==> src/rtl/board_io_ctrl_pkg.sv <==
// Shared definitions for the board I/O controller: segment encoding,
// blank-display constant and the counter-width helper.
package board_io_pkg;

    typedef logic [6:0] seg_t;  // {g,f,e,d,c,b,a}, active low

    localparam seg_t SEG_BLANK = 7'h7F;

    // Bits needed to hold a counter value 0..max_count (never less than 1).
    function automatic int cnt_width(input int max_count);
        return (max_count < 1) ? 1 : $clog2(max_count + 1);
    endfunction

    // Hex digit to active-low 7-segment pattern.
    function automatic seg_t hex_to_seg(input logic [3:0] digit);
        seg_t seg;
        case (digit)
            4'h0:    seg = 7'b1000000;
            4'h1:    seg = 7'b1111001;
            4'h2:    seg = 7'b0100100;
            4'h3:    seg = 7'b0110000;
            4'h4:    seg = 7'b0011001;
            4'h5:    seg = 7'b0010010;
            4'h6:    seg = 7'b0000010;
            4'h7:    seg = 7'b1111000;
            4'h8:    seg = 7'b0000000;
            4'h9:    seg = 7'b0010000;
            4'hA:    seg = 7'b0001000;
            4'hB:    seg = 7'b0000011;
            4'hC:    seg = 7'b1000110;
            4'hD:    seg = 7'b0100001;
            4'hE:    seg = 7'b0000110;
            default: seg = 7'b0001110;
        endcase
        return seg;
    endfunction

endpackage

==> src/rtl/board_io_ctrl_if.sv <==
// Board-side and fabric-side signal bundle of the I/O controller.
// master = the environment (pins, fabric, display source); slave = the controller.
interface board_io_ctrl_if #(
    parameter int NUM_IOS       = 8,
    parameter int NUM_OF_ANODES = 4
);
    logic [NUM_IOS-1:0]         pad_i;
    logic [NUM_IOS-1:0]         pad_o;
    logic [NUM_IOS-1:0]         pad_oe;
    logic [NUM_IOS-1:0]         I_top;
    logic [NUM_IOS-1:0]         T_top;
    logic [NUM_IOS-1:0]         O_top;
    logic [NUM_IOS-1:0]         edge_o;
    logic [NUM_IOS-1:0]         debounce_en;
    logic [4*NUM_OF_ANODES-1:0] display_value;
    logic [NUM_OF_ANODES-1:0]   dp_mask;
    logic                       display_en;
    logic [NUM_OF_ANODES-1:0]   an;
    logic [6:0]                 seg;
    logic                       dp;
    logic                       heartbeat;

    modport master (
        output pad_i, I_top, T_top, debounce_en, display_value, dp_mask, display_en,
        input  pad_o, pad_oe, O_top, edge_o, an, seg, dp, heartbeat
    );

    modport slave (
        input  pad_i, I_top, T_top, debounce_en, display_value, dp_mask, display_en,
        output pad_o, pad_oe, O_top, edge_o, an, seg, dp, heartbeat
    );
endinterface

==> src/rtl/board_io_ctrl_io_debounce.sv <==
// One input channel: 2-FF synchroniser, debounce counter with bypass,
// stable (accepted) value and a one-cycle change pulse.
module io_debounce
    import board_io_pkg::*;
#(
    parameter int DEBOUNCE_CYCLES = 12000
) (
    input  logic clk,
    input  logic reset,
    input  logic i_pad,
    input  logic i_debounce_en,
    output logic o_stable,
    output logic o_edge
);
    localparam int            CW       = cnt_width(DEBOUNCE_CYCLES);
    localparam logic [CW-1:0] CNT_LAST = CW'(DEBOUNCE_CYCLES - 1);

    logic          r_sync1;
    logic          r_sync2;
    logic          r_stable;
    logic          r_edge;
    logic [CW-1:0] r_cnt;

    logic          w_stable_next;
    logic [CW-1:0] w_cnt_next;

    // Accept the synchronised value once it has disagreed for DEBOUNCE_CYCLES samples.
    always_comb begin
        // NOTE: every output gets a default first so no path leaves it unassigned (no latch).
        w_stable_next = r_stable;
        w_cnt_next    = '0;
        if (!i_debounce_en) begin
            w_stable_next = r_sync2;
        end else if (r_sync2 != r_stable) begin
            if (r_cnt == CNT_LAST) begin
                w_stable_next = r_sync2;
            end else begin
                w_cnt_next = r_cnt + 1'b1;
            end
        end
    end

    // Synchroniser, counter, stable value and change pulse.
    always_ff @(posedge clk) begin
        // NOTE: non-blocking assignments so every register samples pre-edge values.
        if (reset) begin
            r_sync1  <= 1'b0;
            r_sync2  <= 1'b0;
            r_stable <= 1'b0;
            r_cnt    <= '0;
            r_edge   <= 1'b0;
        end else begin
            r_sync1  <= i_pad;
            r_sync2  <= r_sync1;
            r_stable <= w_stable_next;
            r_cnt    <= w_cnt_next;
            r_edge   <= w_stable_next ^ r_stable;
        end
    end

    assign o_stable = r_stable;
    assign o_edge   = r_edge;

endmodule

==> src/rtl/board_io_ctrl.sv <==
// Board I/O controller: registered tristate drive, conditioned inputs with
// change pulses, multiplexed 7-segment display and a heartbeat.
module board_io_ctrl
    import board_io_pkg::*;
#(
    parameter int NUM_IOS         = 8,
    parameter int NUM_OF_ANODES   = 4,
    parameter int DEBOUNCE_CYCLES = 12000,
    parameter int SCAN_CYCLES     = 12000,
    parameter int HEARTBEAT_BIT   = 23
) (
    input logic            clk,
    input logic            reset,
    board_io_ctrl_if.slave bus
);
    localparam int NA = NUM_OF_ANODES;
    localparam int PW = cnt_width(SCAN_CYCLES - 1);
    localparam int IW = cnt_width(NA - 1);

    localparam logic [PW-1:0] PRESC_LAST = PW'(SCAN_CYCLES - 1);
    localparam logic [IW-1:0] IDX_LAST   = IW'(NA - 1);
    localparam logic [NA-1:0] AN_ONE     = NA'(1);

    logic [NUM_IOS-1:0]   r_pad_o;
    logic [NUM_IOS-1:0]   r_pad_oe;
    logic [NUM_IOS-1:0]   w_stable;
    logic [NUM_IOS-1:0]   w_edge;

    logic [PW-1:0]        r_presc;
    logic [IW-1:0]        r_idx;
    logic [4*NA-1:0]      r_frame_val;
    logic [NA-1:0]        r_frame_dp;
    logic [NA-1:0]        r_an;
    seg_t                 r_seg;
    logic                 r_dp;
    logic [HEARTBEAT_BIT:0] r_hb;

    logic [PW-1:0]        w_presc_next;
    logic [IW-1:0]        w_idx_next;
    logic [4*NA-1:0]      w_frame_val_next;
    logic [NA-1:0]        w_frame_dp_next;
    logic [3:0]           w_digit;
    logic [NA-1:0]        w_dp_shift;

    // Pin drive follows the fabric one cycle later.
    always_ff @(posedge clk) begin
        if (reset) begin
            r_pad_o  <= '0;
            r_pad_oe <= '0;
        end else begin
            r_pad_o  <= bus.I_top;
            r_pad_oe <= bus.T_top;
        end
    end

    for (genvar g = 0; g < NUM_IOS; g++) begin : g_io
        io_debounce #(
            .DEBOUNCE_CYCLES(DEBOUNCE_CYCLES)
        ) u_io_debounce (
            .clk          (clk),
            .reset        (reset),
            .i_pad        (bus.pad_i[g]),
            .i_debounce_en(bus.debounce_en[g]),
            .o_stable     (w_stable[g]),
            .o_edge       (w_edge[g])
        );
    end

    // Scan position and frame contents that take effect at the coming edge.
    always_comb begin
        w_presc_next     = r_presc + 1'b1;
        w_idx_next       = r_idx;
        w_frame_val_next = r_frame_val;
        w_frame_dp_next  = r_frame_dp;
        if (r_presc == PRESC_LAST) begin
            w_presc_next = '0;
            if (r_idx == IDX_LAST) begin
                w_idx_next       = '0;
                w_frame_val_next = bus.display_value;
                w_frame_dp_next  = bus.dp_mask;
            end else begin
                w_idx_next = r_idx + 1'b1;
            end
        end
        w_digit    = 4'(w_frame_val_next >> {w_idx_next, 2'b00});
        w_dp_shift = w_frame_dp_next >> w_idx_next;
    end

    // Digit scanning, frame latch and registered display drive.
    always_ff @(posedge clk) begin
        if (reset) begin
            // NOTE: the frame register is small and reset so the first frame shows zeros, not X.
            r_presc     <= '0;
            r_idx       <= '0;
            r_frame_val <= '0;
            r_frame_dp  <= '0;
            r_an        <= '1;
            r_seg       <= SEG_BLANK;
            r_dp        <= 1'b1;
        end else begin
            r_presc     <= w_presc_next;
            r_idx       <= w_idx_next;
            r_frame_val <= w_frame_val_next;
            r_frame_dp  <= w_frame_dp_next;
            if (bus.display_en) begin
                r_an  <= ~(AN_ONE << w_idx_next);
                r_seg <= hex_to_seg(w_digit);
                r_dp  <= ~w_dp_shift[0];
            end else begin
                r_an  <= '1;
                r_seg <= SEG_BLANK;
                r_dp  <= 1'b1;
            end
        end
    end

    // Free-running heartbeat counter; its MSB is a 50% duty square wave.
    always_ff @(posedge clk) begin
        if (reset) begin
            r_hb <= '0;
        end else begin
            r_hb <= r_hb + 1'b1;
        end
    end

    assign bus.pad_o     = r_pad_o;
    assign bus.pad_oe    = r_pad_oe;
    assign bus.O_top     = w_stable;
    assign bus.edge_o    = w_edge;
    assign bus.an        = r_an;
    assign bus.seg       = r_seg;
    assign bus.dp        = r_dp;
    assign bus.heartbeat = r_hb[HEARTBEAT_BIT];

endmodule

==> src/flat_wrapper.sv <==
// flat-port wrapper written by rule: the top's interface ports become plain ports
module board_io_ctrl_flat import board_io_pkg::*;
#(
    parameter int NUM_IOS         = 8,
    parameter int NUM_OF_ANODES   = 4,
    parameter int DEBOUNCE_CYCLES = 12000,
    parameter int SCAN_CYCLES     = 12000,
    parameter int HEARTBEAT_BIT   = 23
)
  (clk, reset, bus_pad_i, bus_I_top, bus_T_top, bus_debounce_en, bus_display_value, bus_dp_mask, bus_display_en, bus_pad_o, bus_pad_oe, bus_O_top, bus_edge_o, bus_an, bus_seg, bus_dp, bus_heartbeat);
  board_io_ctrl_if #(.NUM_IOS(NUM_IOS), .NUM_OF_ANODES(NUM_OF_ANODES)) bus_i ();
  input logic clk;
  input logic reset;
  input wire logic [$bits(bus_i.pad_i)-1:0] bus_pad_i;
  input wire logic [$bits(bus_i.I_top)-1:0] bus_I_top;
  input wire logic [$bits(bus_i.T_top)-1:0] bus_T_top;
  input wire logic [$bits(bus_i.debounce_en)-1:0] bus_debounce_en;
  input wire logic [$bits(bus_i.display_value)-1:0] bus_display_value;
  input wire logic [$bits(bus_i.dp_mask)-1:0] bus_dp_mask;
  input wire logic [$bits(bus_i.display_en)-1:0] bus_display_en;
  output wire logic [$bits(bus_i.pad_o)-1:0] bus_pad_o;
  output wire logic [$bits(bus_i.pad_oe)-1:0] bus_pad_oe;
  output wire logic [$bits(bus_i.O_top)-1:0] bus_O_top;
  output wire logic [$bits(bus_i.edge_o)-1:0] bus_edge_o;
  output wire logic [$bits(bus_i.an)-1:0] bus_an;
  output wire logic [$bits(bus_i.seg)-1:0] bus_seg;
  output wire logic [$bits(bus_i.dp)-1:0] bus_dp;
  output wire logic [$bits(bus_i.heartbeat)-1:0] bus_heartbeat;
  assign bus_i.pad_i = bus_pad_i;
  assign bus_i.I_top = bus_I_top;
  assign bus_i.T_top = bus_T_top;
  assign bus_i.debounce_en = bus_debounce_en;
  assign bus_i.display_value = bus_display_value;
  assign bus_i.dp_mask = bus_dp_mask;
  assign bus_i.display_en = bus_display_en;
  assign bus_pad_o = bus_i.pad_o;
  assign bus_pad_oe = bus_i.pad_oe;
  assign bus_O_top = bus_i.O_top;
  assign bus_edge_o = bus_i.edge_o;
  assign bus_an = bus_i.an;
  assign bus_seg = bus_i.seg;
  assign bus_dp = bus_i.dp;
  assign bus_heartbeat = bus_i.heartbeat;
  board_io_ctrl #(.NUM_IOS(NUM_IOS), .NUM_OF_ANODES(NUM_OF_ANODES), .DEBOUNCE_CYCLES(DEBOUNCE_CYCLES), .SCAN_CYCLES(SCAN_CYCLES), .HEARTBEAT_BIT(HEARTBEAT_BIT)) u_core (.clk(clk), .reset(reset), .bus(bus_i));
endmodule
==> config.mk <==
export PLATFORM = sky130hd
export DESIGN_NAME = board_io_ctrl_flat
export DESIGN_NICKNAME = d
export VERILOG_FILES = /design/src/rtl/board_io_ctrl_pkg.sv /design/src/rtl/board_io_ctrl_if.sv /design/src/rtl/board_io_ctrl_io_debounce.sv /design/src/rtl/board_io_ctrl.sv /design/src/flat_wrapper.sv
export SDC_FILE = /design/constraint.sdc
export NUM_CORES = 1
export LEC_CHECK = 0
export CAP_MARGIN = 20
export CORE_MARGIN = 8
export CORE_UTILIZATION = 38
export DETAILED_ROUTE_END_ITERATION = 10
export PLACE_DENSITY = 0.56
export SLEW_MARGIN = 20
export SYNTH_ARGS = -nofsm -noshare
export SYNTH_HDL_FRONTEND = slang
export SYNTH_SLANG_ARGS = --single-unit
==> constraint.sdc <==
create_clock -name clk -period 5.1 [get_ports clk]
set_clock_uncertainty 0.1 [all_clocks]
set_input_delay 0.765 -clock clk [delete_from_list [all_inputs] [get_ports clk]]
set_output_delay 0.765 -clock clk [all_outputs]
set_load 0.02 [all_outputs]
==> results.ini, run 1 <==
[outcome]
status=finished, final reports clean

[synthesis]
synth_common_cells=232 x dfxtp_1, 179 x nor2_1, 94 x nand2_1
ys_ff_latch=232
synth_area_leaders=dfxtp_1 48%, xor2_1 8.2%, nor2_1 7.0%
async_reset_ff_frac=0
synth_area_leader_cell=dfxtp_1
synth_edf_count=0
ys_types=49
avgSynthCellArea_um2=9.089
ys_warn_count=0
synth_top_area_frac=0.4816
ys_seq_area_frac=0.4816
synthCells=1061
synth_fp_nets=1133
synthesis.area_um2=9643
synth.most_common_cell=dfxtp_1
synthFlopType=dfxtp_1

[worst_setup_path]
cp_cell_sequence=ha_1, nand4_1, nor4_4, buf_4, mux2_2, o21ai_0, nand2_1, inv_1, ha_1, nor3_1, o22a_1, a311oi_2
crit_type=register to register
critical_path_arrival_ps=3730
cpMaxStageDelayCell=mux2_2
crit_path_max_fanout=15
r2r-start=u_core.r_presc[0]$_SDFF_PP0_
crit_path_end_kind=register
reg2reg_to=u_core.bus.seg[0]$_SDFF_PP1_
worstPathRequired_ps=5430
r2r_cells=12
r2r_setup_slack_ps=1700
start_kind=register
cp_slowest_stage_delay_ps=410
cpMostUsedCell=ha_1

[floorplanning]
die_y_um=175.3
start_util=0.3852
io_pins=100
die_w_um=175.3
die-area_um2=30730
row_count=58
core-area_um2=25040

[power]
leakage_uw=0.004158
power_density_nw_per_um2=331.2
peakVddDrop_v=0.0002608

[flow_run]
max_cap_violations=0

[drt]
ant_nets=0
wl_per_cell_um=12.34
drtPass1Iterations=4
drc_errors=0
vias=7002
viasPerCell=4.709
wirelength_mm=18.35
drt_iter0_drc=245

[sta]
finalSetupViolations=0
grt_setup_unrepaired=no
hold_viol=0
worstMarginPinSlew_ps=673.9
period_needed_ps=3403
slew_headroom=0.5507
clock.fmax_mhz=293.8
finalCritPeriodShare=0.6673
slew_viol_final=0
fin_tns_setup_ps=0

[clock_tree]
post_cts_buffers=0
cts_sinks=232
cts_hold_buffers=0
cts_buffers=27
cts-root-buf=clkbuf_16
clk_pin_slew_ps=60
cts_max_level=1
clk-insertion-delay-late_ps=520
cts_tree=done
post_cts_resized=0
cts_buffer_depth=3

[place]
finalWeightedCongestion=0.7572
dp.cells=1441
dp_hpwl_mm=12.52
placement.io_buffers=99
placed_area_um2=10800

[final_layout]
fin_area_um2=11680
drive_gt1_frac=0.05877
nets=1212
stdcell_count=1487
fin_util=0.4665
area_growth_pct=21.11
fillers=2453
diodes=0

[grt]
gr-total-overflow=0
grt_usage=0.1191
grt_pass1_wl_mm=31.80
grt_pass1_vias=6722
antenna_found_initial=0
grt_max_degree=64

[worst_hold_path]
hp-class=register to register
whs_endpoint=u_core.g_io[6].u_io_debounce.r_sync2$_SDFF_PP0_
hold_depth=1
hp-start=u_core.g_io[6].u_io_debounce.r_sync1$_SDFF_PP0_

-- kinds of logic after synthesis --
logic type / share of synthesized area
DFF: 0.4816
muxes: 0.04230
AOI/OAI and AO/OA: 0.04736
xor gates and xnor gates: 0.1154
and+or+nand+nor: 0.2576
adders and majority gates: 0.02206
buffers and inverters: 0.03374
-- cell usage in the layout, fill, tap and decap left out, types with 8 or more instances in the layout --
master / netlist / routed
nor2_1: 179 / 179
nand3_1: 60 / 60
or3_1: 11 / 11
mux2i_1: 19 / 19
clkbuf_16: 0 / 27
clkdlybuf4s50_1: 0 / 98
nor2b_1: 43 / 43
xnor2_1: 37 / 37
dfxtp_1: 232 / 232
nand2b_1: 9 / 9
nor4b_1: 8 / 8
o21ai_0: 19 / 19
ha_1: 17 / 17
a21oi_1: 35 / 35
nand2_1: 94 / 94
mux2_2: 9 / 9
and3_1: 27 / 27
and2_1: 16 / 16
xor2_1: 90 / 90
and4_1: 9 / 9
nor3_1: 10 / 10
inv_1: 16 / 16
nand4_1: 30 / 30
-- report_power, final --
part	switching (µW)	leakage, µW	internal, µW
combinational	63.9	0.00184	78.1
clock	714	0.000440	1160
sequential	12.2	0.00188	1840
total	790	0.00416	3080
-- critical path, delay by kind of cell, from the launching register on --
| kind | cells | cell delay [ps] |
|---|---|---|
| muxes | 1 | 410 |
| DFF | 1 | 370 |
| and+or+nand+nor | 4 | 760 |
| AOI/OAI and AO/OA | 3 | 800 |
| adders and majority gates | 2 | 470 |
| buffers and inverters | 2 | 390 |
-- metal layers --
metal,share of wire,up-vias,wire length [µm],track usage
met5,0,-,0,0
met4,0.023,0,428,0.03674
met3,0.059,29,1085,0.03586
met2,0.44,108,8077,0.1935
met1,0.48,3166,8763,0.1496
li1,-,3699,-,-
-- cell type report --
type / count / area, µm² / area share
Multi-Input combinational cell: 761 / 4673 / 0.4001
Clock inverter: 8 / 90.09 / 0.007714
Inverter: 16 / 60.06 / 0.005142
Sequential cell: 232 / 4644 / 0.3977
Timing Repair Buffer: 102 / 1011 / 0.08657
Clock buffer: 38 / 787.0 / 0.06739
Tap cell: 330 / 412.9 / 0.03535
-- registers in the layout (all words and copies together) (netlist names) --
| signal | flops |
|---|---|
| u_core.g_io.u_io_debounce.r_cnt | 112 |
| u_core.r_hb | 24 |
| u_core.r_frame_val | 16 |
| u_core.r_presc | 14 |
| u_core.bus.pad_o | 8 |
| u_core.bus.pad_oe | 8 |
| u_core.g_io.u_io_debounce.o_edge | 8 |
| u_core.g_io.u_io_debounce.o_stable | 8 |
| u_core.g_io.u_io_debounce.r_sync1 | 8 |
| u_core.g_io.u_io_debounce.r_sync2 | 8 |
| u_core.bus.seg | 7 |
| u_core.bus.an | 4 |
| u_core.r_frame_dp | 4 |
| u_core.r_idx | 2 |
| u_core.bus.dp | 1 |
-- how the worst max path moves through the flow --
stage                                 startpoint                           end  cells past startpoint
floorplan           u_core.r_presc[0]$_SDFF_PP0_  u_core.bus.seg[0]$_SDFF_PP1_                     11
global placement    u_core.r_presc[0]$_SDFF_PP0_  u_core.bus.seg[0]$_SDFF_PP1_                     12
detailed placement  u_core.r_presc[0]$_SDFF_PP0_  u_core.bus.seg[0]$_SDFF_PP1_                     12
CTS                 u_core.r_presc[0]$_SDFF_PP0_  u_core.bus.seg[0]$_SDFF_PP1_                     12
global route        u_core.r_presc[0]$_SDFF_PP0_  u_core.bus.seg[0]$_SDFF_PP1_                     12
finish              u_core.r_presc[0]$_SDFF_PP0_  u_core.bus.seg[0]$_SDFF_PP1_                     12
-- through the flow --
step | power (µW) | setup slack, ps | hold WS [ps]
6_report | 3868 | 1697 | 335.7
5_1_grt | 4032 | 1332 | 349.0
4_1_cts | 3943 | 1697 | 341.0
3_5_place_dp | 2033 | 1724 | 327.9
3_3_place_gp | 2033 | 1829 | 320.2
2_1_floorplan | 1956 | 2079 | 313.8
Note: power is estimated with default switching activity, not from simulation.
==> run 2, diff against run 1 <==
- PLACE_DENSITY: 0.56 -> 0.58
- clock period: 5.1 -> 2.9 ns (I/O delays scaled with it)
==> run 2 against run 1 <==
Effect of this change: non-clock buffer count is 14 higher; worst setup slack worse by 1700 ps; register-to-register slack lost 1700 ps; total power rose by 70%; global-route usage up 0.32 points; via count grew 0.27%; fmax grew 19%; combinational power increased by 81%; final area grew 0.63%; utilization increased by 0.29 points.
==> results.ini, run 2 (synthesis results as in run 1) <==
[outcome]
status=finished, final reports clean

[worst_setup_path]
crit_buf_inv=1  ; -1
critical_path_arrival_ps=3180  ; -550 ps
crit_path_end_kind=register
crit_path_max_fanout=5  ; -10
crit_type=register to register
cpLargestDelayFamily=simple AND/OR/NAND/NOR gates
cp_slowest_stage_delay_ps=380  ; -30 ps
cpMaxStageDelayCell=dfxtp_2
start_kind=register
worstPathRequired_ps=3220  ; -2210 ps
cp_cell_sequence=ha_4, nand4_1, nor4_4, mux2_4, o211ai_1, nand2_2, inv_1, ha_2, nor3_1, o22a_1, a311oi_2

[final_layout]
diodes=0  ; unchanged
stdcell_count=1501  ; +0.94%
reg.largest.list=u_core.g_io.u_io_debounce.r_cnt: 112 flops, u_core.r_hb: 24 flops, u_core.r_frame_val: 16 flops
fillers=2430  ; -0.94%
area_growth_pct=21.88
regMostFlops=u_core.g_io.u_io_debounce.r_cnt
multi_input_area_um2=4713  ; +0.86%
largest_register_ff_count=112  ; unchanged
layout_common_cells=230 x dfxtp_1, 177 x nor2_1, 98 x clkdlybuf4s50_1
nets=1226  ; +1.2%
regArea_um2=4647  ; about the same
drive_gt1_frac=0.07515  ; +0.01638
mostFrequentLayoutCell=dfxtp_1

[place]
dp.cells=1453  ; +0.83%
finalWeightedCongestion=0.8166  ; +7.8%
placement.io_buffers=99  ; unchanged
dp_hpwl_mm=12.92  ; +3.2%

[power]
peakVddDrop_v=0.0003184  ; +22%
power_density_nw_per_um2=559.2  ; +69%
leakage_uw=0.004184  ; +0.61%

[clock_tree]
cts_buffer_depth=3  ; unchanged
cts_sinks=232  ; unchanged
cts_max_level=1  ; unchanged
cts-root-buf=clkbuf_16
clk_pin_slew_ps=60  ; about the same
clk-insertion-delay-late_ps=520  ; about the same
cts_tree=done
cts_buffers=27  ; unchanged

[sta]
period_needed_ps=2854  ; -549.0 ps
clock.fmax_mhz=350.4  ; +19%
whs_ps=228.5  ; -107.2 ps
slew_headroom=0.5509  ; about the same
finalSetupViolations=0  ; unchanged
grt_setup_unrepaired=yes
slew_viol_final=0  ; unchanged
hold_viol=0  ; unchanged
finalCritPeriodShare=0.9842  ; +0.3169
worstMarginPinSlew_ps=673.7  ; -0.1823 ps

[drt]
drt_iter0_drc=302  ; +23%
drc_errors=0  ; unchanged
wirelength_mm=18.73  ; +2.0%
vias=7021  ; +0.27%
drtPass1Iterations=4  ; unchanged
viasPerCell=4.678  ; -0.66%
ant_nets=0  ; unchanged
wl_per_cell_um=12.48  ; +1.1%

[floorplanning]
row_count=58  ; unchanged
die-area_um2=30730  ; unchanged
die_w_um=175.3  ; unchanged
die_y_um=175.3  ; unchanged
core-area_um2=25040  ; unchanged
io_pins=100  ; unchanged
start_util=0.3852  ; unchanged

[grt]
gr-total-overflow=0  ; unchanged
grt_max_degree=38  ; -41%
grt_pass1_vias=6895  ; +2.6%
antenna_found_initial=0  ; unchanged
grt_pass1_wl_mm=32.55  ; +2.3%
grt_usage=0.1223  ; +0.003176

[worst_hold_path]
hp-class=input pin to register

[flow_run]
max_cap_violations=0  ; unchanged

-- run 2: area by class of cell --
class	instances	share of cell area
clock buffer	39	0.06473
clock inverter	7	0.003300
inverter	16	0.005110
multi-input combinational	761	0.4010
sequential	232	0.3954
tap	330	0.03513
timing repair buffer	116	0.09528
-- run 2: path summary, 6_finish.rpt --
path	start	to	slack, ps	cells after the start
max	u_core.r_presc[0]$_SDFF_PP0_	u_core.bus.seg[0]$_SDFF_PP1_	50	11
min	reset	u_core.g_io[3].u_io_debounce.o_stable$_SDFF_PP0_	230	2
max reg2reg	u_core.r_presc[0]$_SDFF_PP0_	u_core.bus.seg[0]$_SDFF_PP1_	50	11
min reg2reg	u_core.g_io[0].u_io_debounce.r_sync1$_SDFF_PP0_	u_core.g_io[0].u_io_debounce.r_sync2$_SDFF_PP0_	330	1
-- run 2: metrics by stage --
stage            util  power, µW  area (µm²)  setup TNS, ps  setup slack, ps
2_1_floorplan       -       3439        9643              0            9.136
3_3_place_gp   0.4350       3580       10890              0            125.6
3_5_place_dp   0.4350       3581       10890         -21.00           -21.00
4_1_cts        0.4671       6720       11690              0           0.8149
5_1_grt        0.4694       6888       11750         -156.6           -96.07
6_report       0.4694       6572       11750              0            45.87
-- run 2: per-layer routing --
metal  part of all wire  routed length (µm)  vias up  global-route usage
li1                   -                   -     3720                   -
met2               0.43                8120      118              0.1930
met4              0.017                 316        0             0.03426
met5                  0                   0        -                   0
met3              0.076                1429       23             0.04187
met1               0.47                8862     3160              0.1564
-- run 2: power breakdown --
group	switching, µW	internal, µW	leakage, µW
Combinational	115	142	0.00190
Sequential	22.2	3230	0.00188
Clock	1260	1800	0.000399
Total	1390	5180	0.00418
-- run 2: what timing repair did --
action | 4_1_cts | 5_1_grt
hold buffers | 0 | 0
pin swaps | 0 | 4
endpoints found under the setup margin | 1 | 7
setup buffers | 0 | 2
gates resized for setup | 1 | 13
==> run 3, diff against run 2 <==
- CORE_UTILIZATION: 38 -> 50
- PLACE_DENSITY: 0.58 -> 0.73
- SLEW_MARGIN: 20 -> 5
==> run 3 against run 2 <==
Effect of this change: worst setup slack better by 7.1 ps; register-to-register slack about the same; die area is 22% lower; clock-buffer cell count shrank 4; first-iteration DRC count fell by 9.3%; fmax increased by 0.25%; total power grew 2.6%; non-clock buffer count shrank 2; critical path depth is 1 higher; global-route usage up 2.9 points; sequential power about the same; largest cell class unchanged.
==> results.ini, run 3 (synthesis results as in run 1) <==
[outcome]
status=finished, final reports clean

[worst_setup_path]
crit_path_max_fanout=5  ; unchanged
crit_type=register to register
cpLargestDelayFamily=simple AND/OR/NAND/NOR gates
cpMaxStageDelayCell=dfxtp_4
critical_path_arrival_ps=3160  ; -20 ps
reg2reg_to=u_core.bus.seg[6]$_SDFF_PP1_
cp_num_cells=12  ; +1
cp-startpoint=u_core.r_presc[0]$_SDFF_PP0_
cp_cell_sequence=ha_4, nand4_1, nor4_4, mux2_4, o211ai_1, nand2_2, inv_1, ha_1, inv_1, nor2_1, a21oi_1, o221ai_1
start_kind=register
r2r-start=u_core.r_presc[0]$_SDFF_PP0_
crit_path_end_kind=register
cp_slowest_stage_delay_ps=370  ; about the same
crit_buf_inv=2  ; +1
cp-endpoint=u_core.bus.seg[6]$_SDFF_PP1_
cpMostUsedCell=inv_1
r2r_setup_slack_ps=50  ; about the same
worstPathRequired_ps=3210  ; about the same
r2r_cells=12  ; +1

[floorplanning]
die-area_um2=23990  ; -22%
die_w_um=154.9  ; -12%
io_pins=100  ; unchanged
row_count=50  ; -14%
core-area_um2=18830  ; -25%
start_util=0.5121  ; +0.1269
die_y_um=154.9  ; -12%

[place]
placed_area_um2=10790  ; -0.90%
placement.io_buffers=99  ; unchanged
dp_hpwl_mm=12.76  ; -1.3%
dp.cells=1380  ; -5.0%
finalWeightedCongestion=0.8554  ; +4.8%

[final_layout]
regArea_um2=4649  ; about the same
mostFrequentLayoutCell=dfxtp_1
multi_input_area_um2=4718  ; +0.11%
largest_register_ff_count=112  ; unchanged
fin_area_um2=11730  ; -0.23%
area_growth_pct=21.59
fillers=1637  ; -33%
reg.largest.list=u_core.g_io.u_io_debounce.r_cnt: 112 flops, u_core.r_hb: 24 flops, u_core.r_frame_val: 16 flops
stdcell_count=1428  ; -4.9%
diodes=0  ; unchanged
layout_common_cells=230 x dfxtp_1, 179 x nor2_1, 98 x clkdlybuf4s50_1
drive_gt1_frac=0.07449  ; -0.0006631
nets=1222  ; -0.33%
regMostFlops=u_core.g_io.u_io_debounce.r_cnt
fin_util=0.6227  ; +0.1532

[drt]
drtPass1Iterations=4  ; unchanged
drt_iter0_drc=274  ; -9.3%
ant_nets=0  ; unchanged
wl_per_cell_um=12.95  ; +3.8%
vias=7162  ; +2.0%
wirelength_mm=18.49  ; -1.3%
viasPerCell=5.015  ; +7.2%
drc_errors=0  ; unchanged

[flow_run]
max_cap_violations=0  ; unchanged

[clock_tree]
cts_buffer_depth=3  ; unchanged
cts_buffers=25  ; -7.4%
cts-root-buf=clkbuf_16
clk-insertion-delay-late_ps=500  ; -20 ps
cts_tree=done
cts_max_level=1  ; unchanged
cts_sinks=232  ; unchanged
clk_pin_slew_ps=60  ; about the same

[power]
leakage_uw=0.004205  ; +0.51%
power_density_nw_per_um2=574.9  ; +2.8%
peakVddDrop_v=0.0004554  ; +43%

[sta]
worstMarginPinSlew_ps=674.0  ; +0.2459 ps
clock.fmax_mhz=351.2  ; +0.25%
grt_setup_unrepaired=yes
finalSetupViolations=0  ; unchanged
hold_viol=0  ; unchanged
slew_viol_final=0  ; unchanged
finalCritPeriodShare=0.9817  ; -0.002445
slew_headroom=0.5507  ; about the same
period_needed_ps=2847  ; -7.091 ps
whs_ps=246.8  ; +18.30 ps

[grt]
grt_pass1_vias=6939  ; +0.64%
antenna_found_initial=0  ; unchanged
grt_usage=0.1516  ; +0.02931
gr-total-overflow=0  ; unchanged
grt_max_degree=47  ; +24%
grt_pass1_wl_mm=31.51  ; -3.2%

[worst_hold_path]
hp-class=input pin to register

==> run 3: per-layer routing <==
layer  share of wire  track usage  vias to the layer above
li1                -            -                     3719
met1            0.45       0.1824                     3280
met2            0.47       0.2625                      132
met3           0.062      0.04100                       31
met4           0.019      0.03920                        0
met5               0            0                        -
==> run 3: how the worst min path moves through the flow <==
stage	slack [ps]	endpoint	from	depth (start not counted)
after global routing	240	u_core.g_io[7].u_io_debounce.o_stable$_SDFF_PP0_	reset	2
after CTS	230	u_core.g_io[4].u_io_debounce.r_sync2$_SDFF_PP0_	reset	2
after detailed placement	320	u_core.g_io[3].u_io_debounce.r_sync2$_SDFF_PP0_	u_core.g_io[3].u_io_debounce.r_sync1$_SDFF_PP0_	1
after floorplan	310	u_core.g_io[0].u_io_debounce.r_sync2$_SDFF_PP0_	u_core.g_io[0].u_io_debounce.r_sync1$_SDFF_PP0_	1
final	250	u_core.g_io[4].u_io_debounce.o_stable$_SDFF_PP0_	reset	2
after global placement	320	u_core.g_io[5].u_io_debounce.r_sync2$_SDFF_PP0_	u_core.g_io[5].u_io_debounce.r_sync1$_SDFF_PP0_	1
==> run 3: final cells by class <==
cell class / count / area share
clock buffer: 35 / 0.06168
sequential: 232 / 0.3965
tap: 260 / 0.02775
inverter: 16 / 0.005122
timing repair buffer: 114 / 0.09529
clock inverter: 10 / 0.01120
multi-input combinational: 761 / 0.4024
==> run 3: per-stage QoR <==
stage / setup WS, ps / total power [µW] / setup TNS, ps
2_1_floorplan: 9.136 / 3439 / 0
4_1_cts: 2.385 / 6831 / 0
3_5_place_dp: 20.49 / 3580 / 0
5_1_grt: -76.58 / 6998 / -278.3
6_report: 52.96 / 6741 / 0
3_3_place_gp: 148.4 / 3577 / 0
==> run 3: where the power goes <==
| group | internal, µW | leakage (µW) | switching (µW) |
|---|---|---|---|
| combinational | 143 | 0.00190 | 114 |
| sequential | 3230 | 0.00188 | 22.9 |
| clock | 2000 | 0.000422 | 1230 |
==> run 3: repair_timing <==
item / in CTS / in global routing
hold buffers: 0 / 0
resized for setup: 0 / 13
buffers inserted: 0 / 3
setup endpoints to repair: 0 / 6
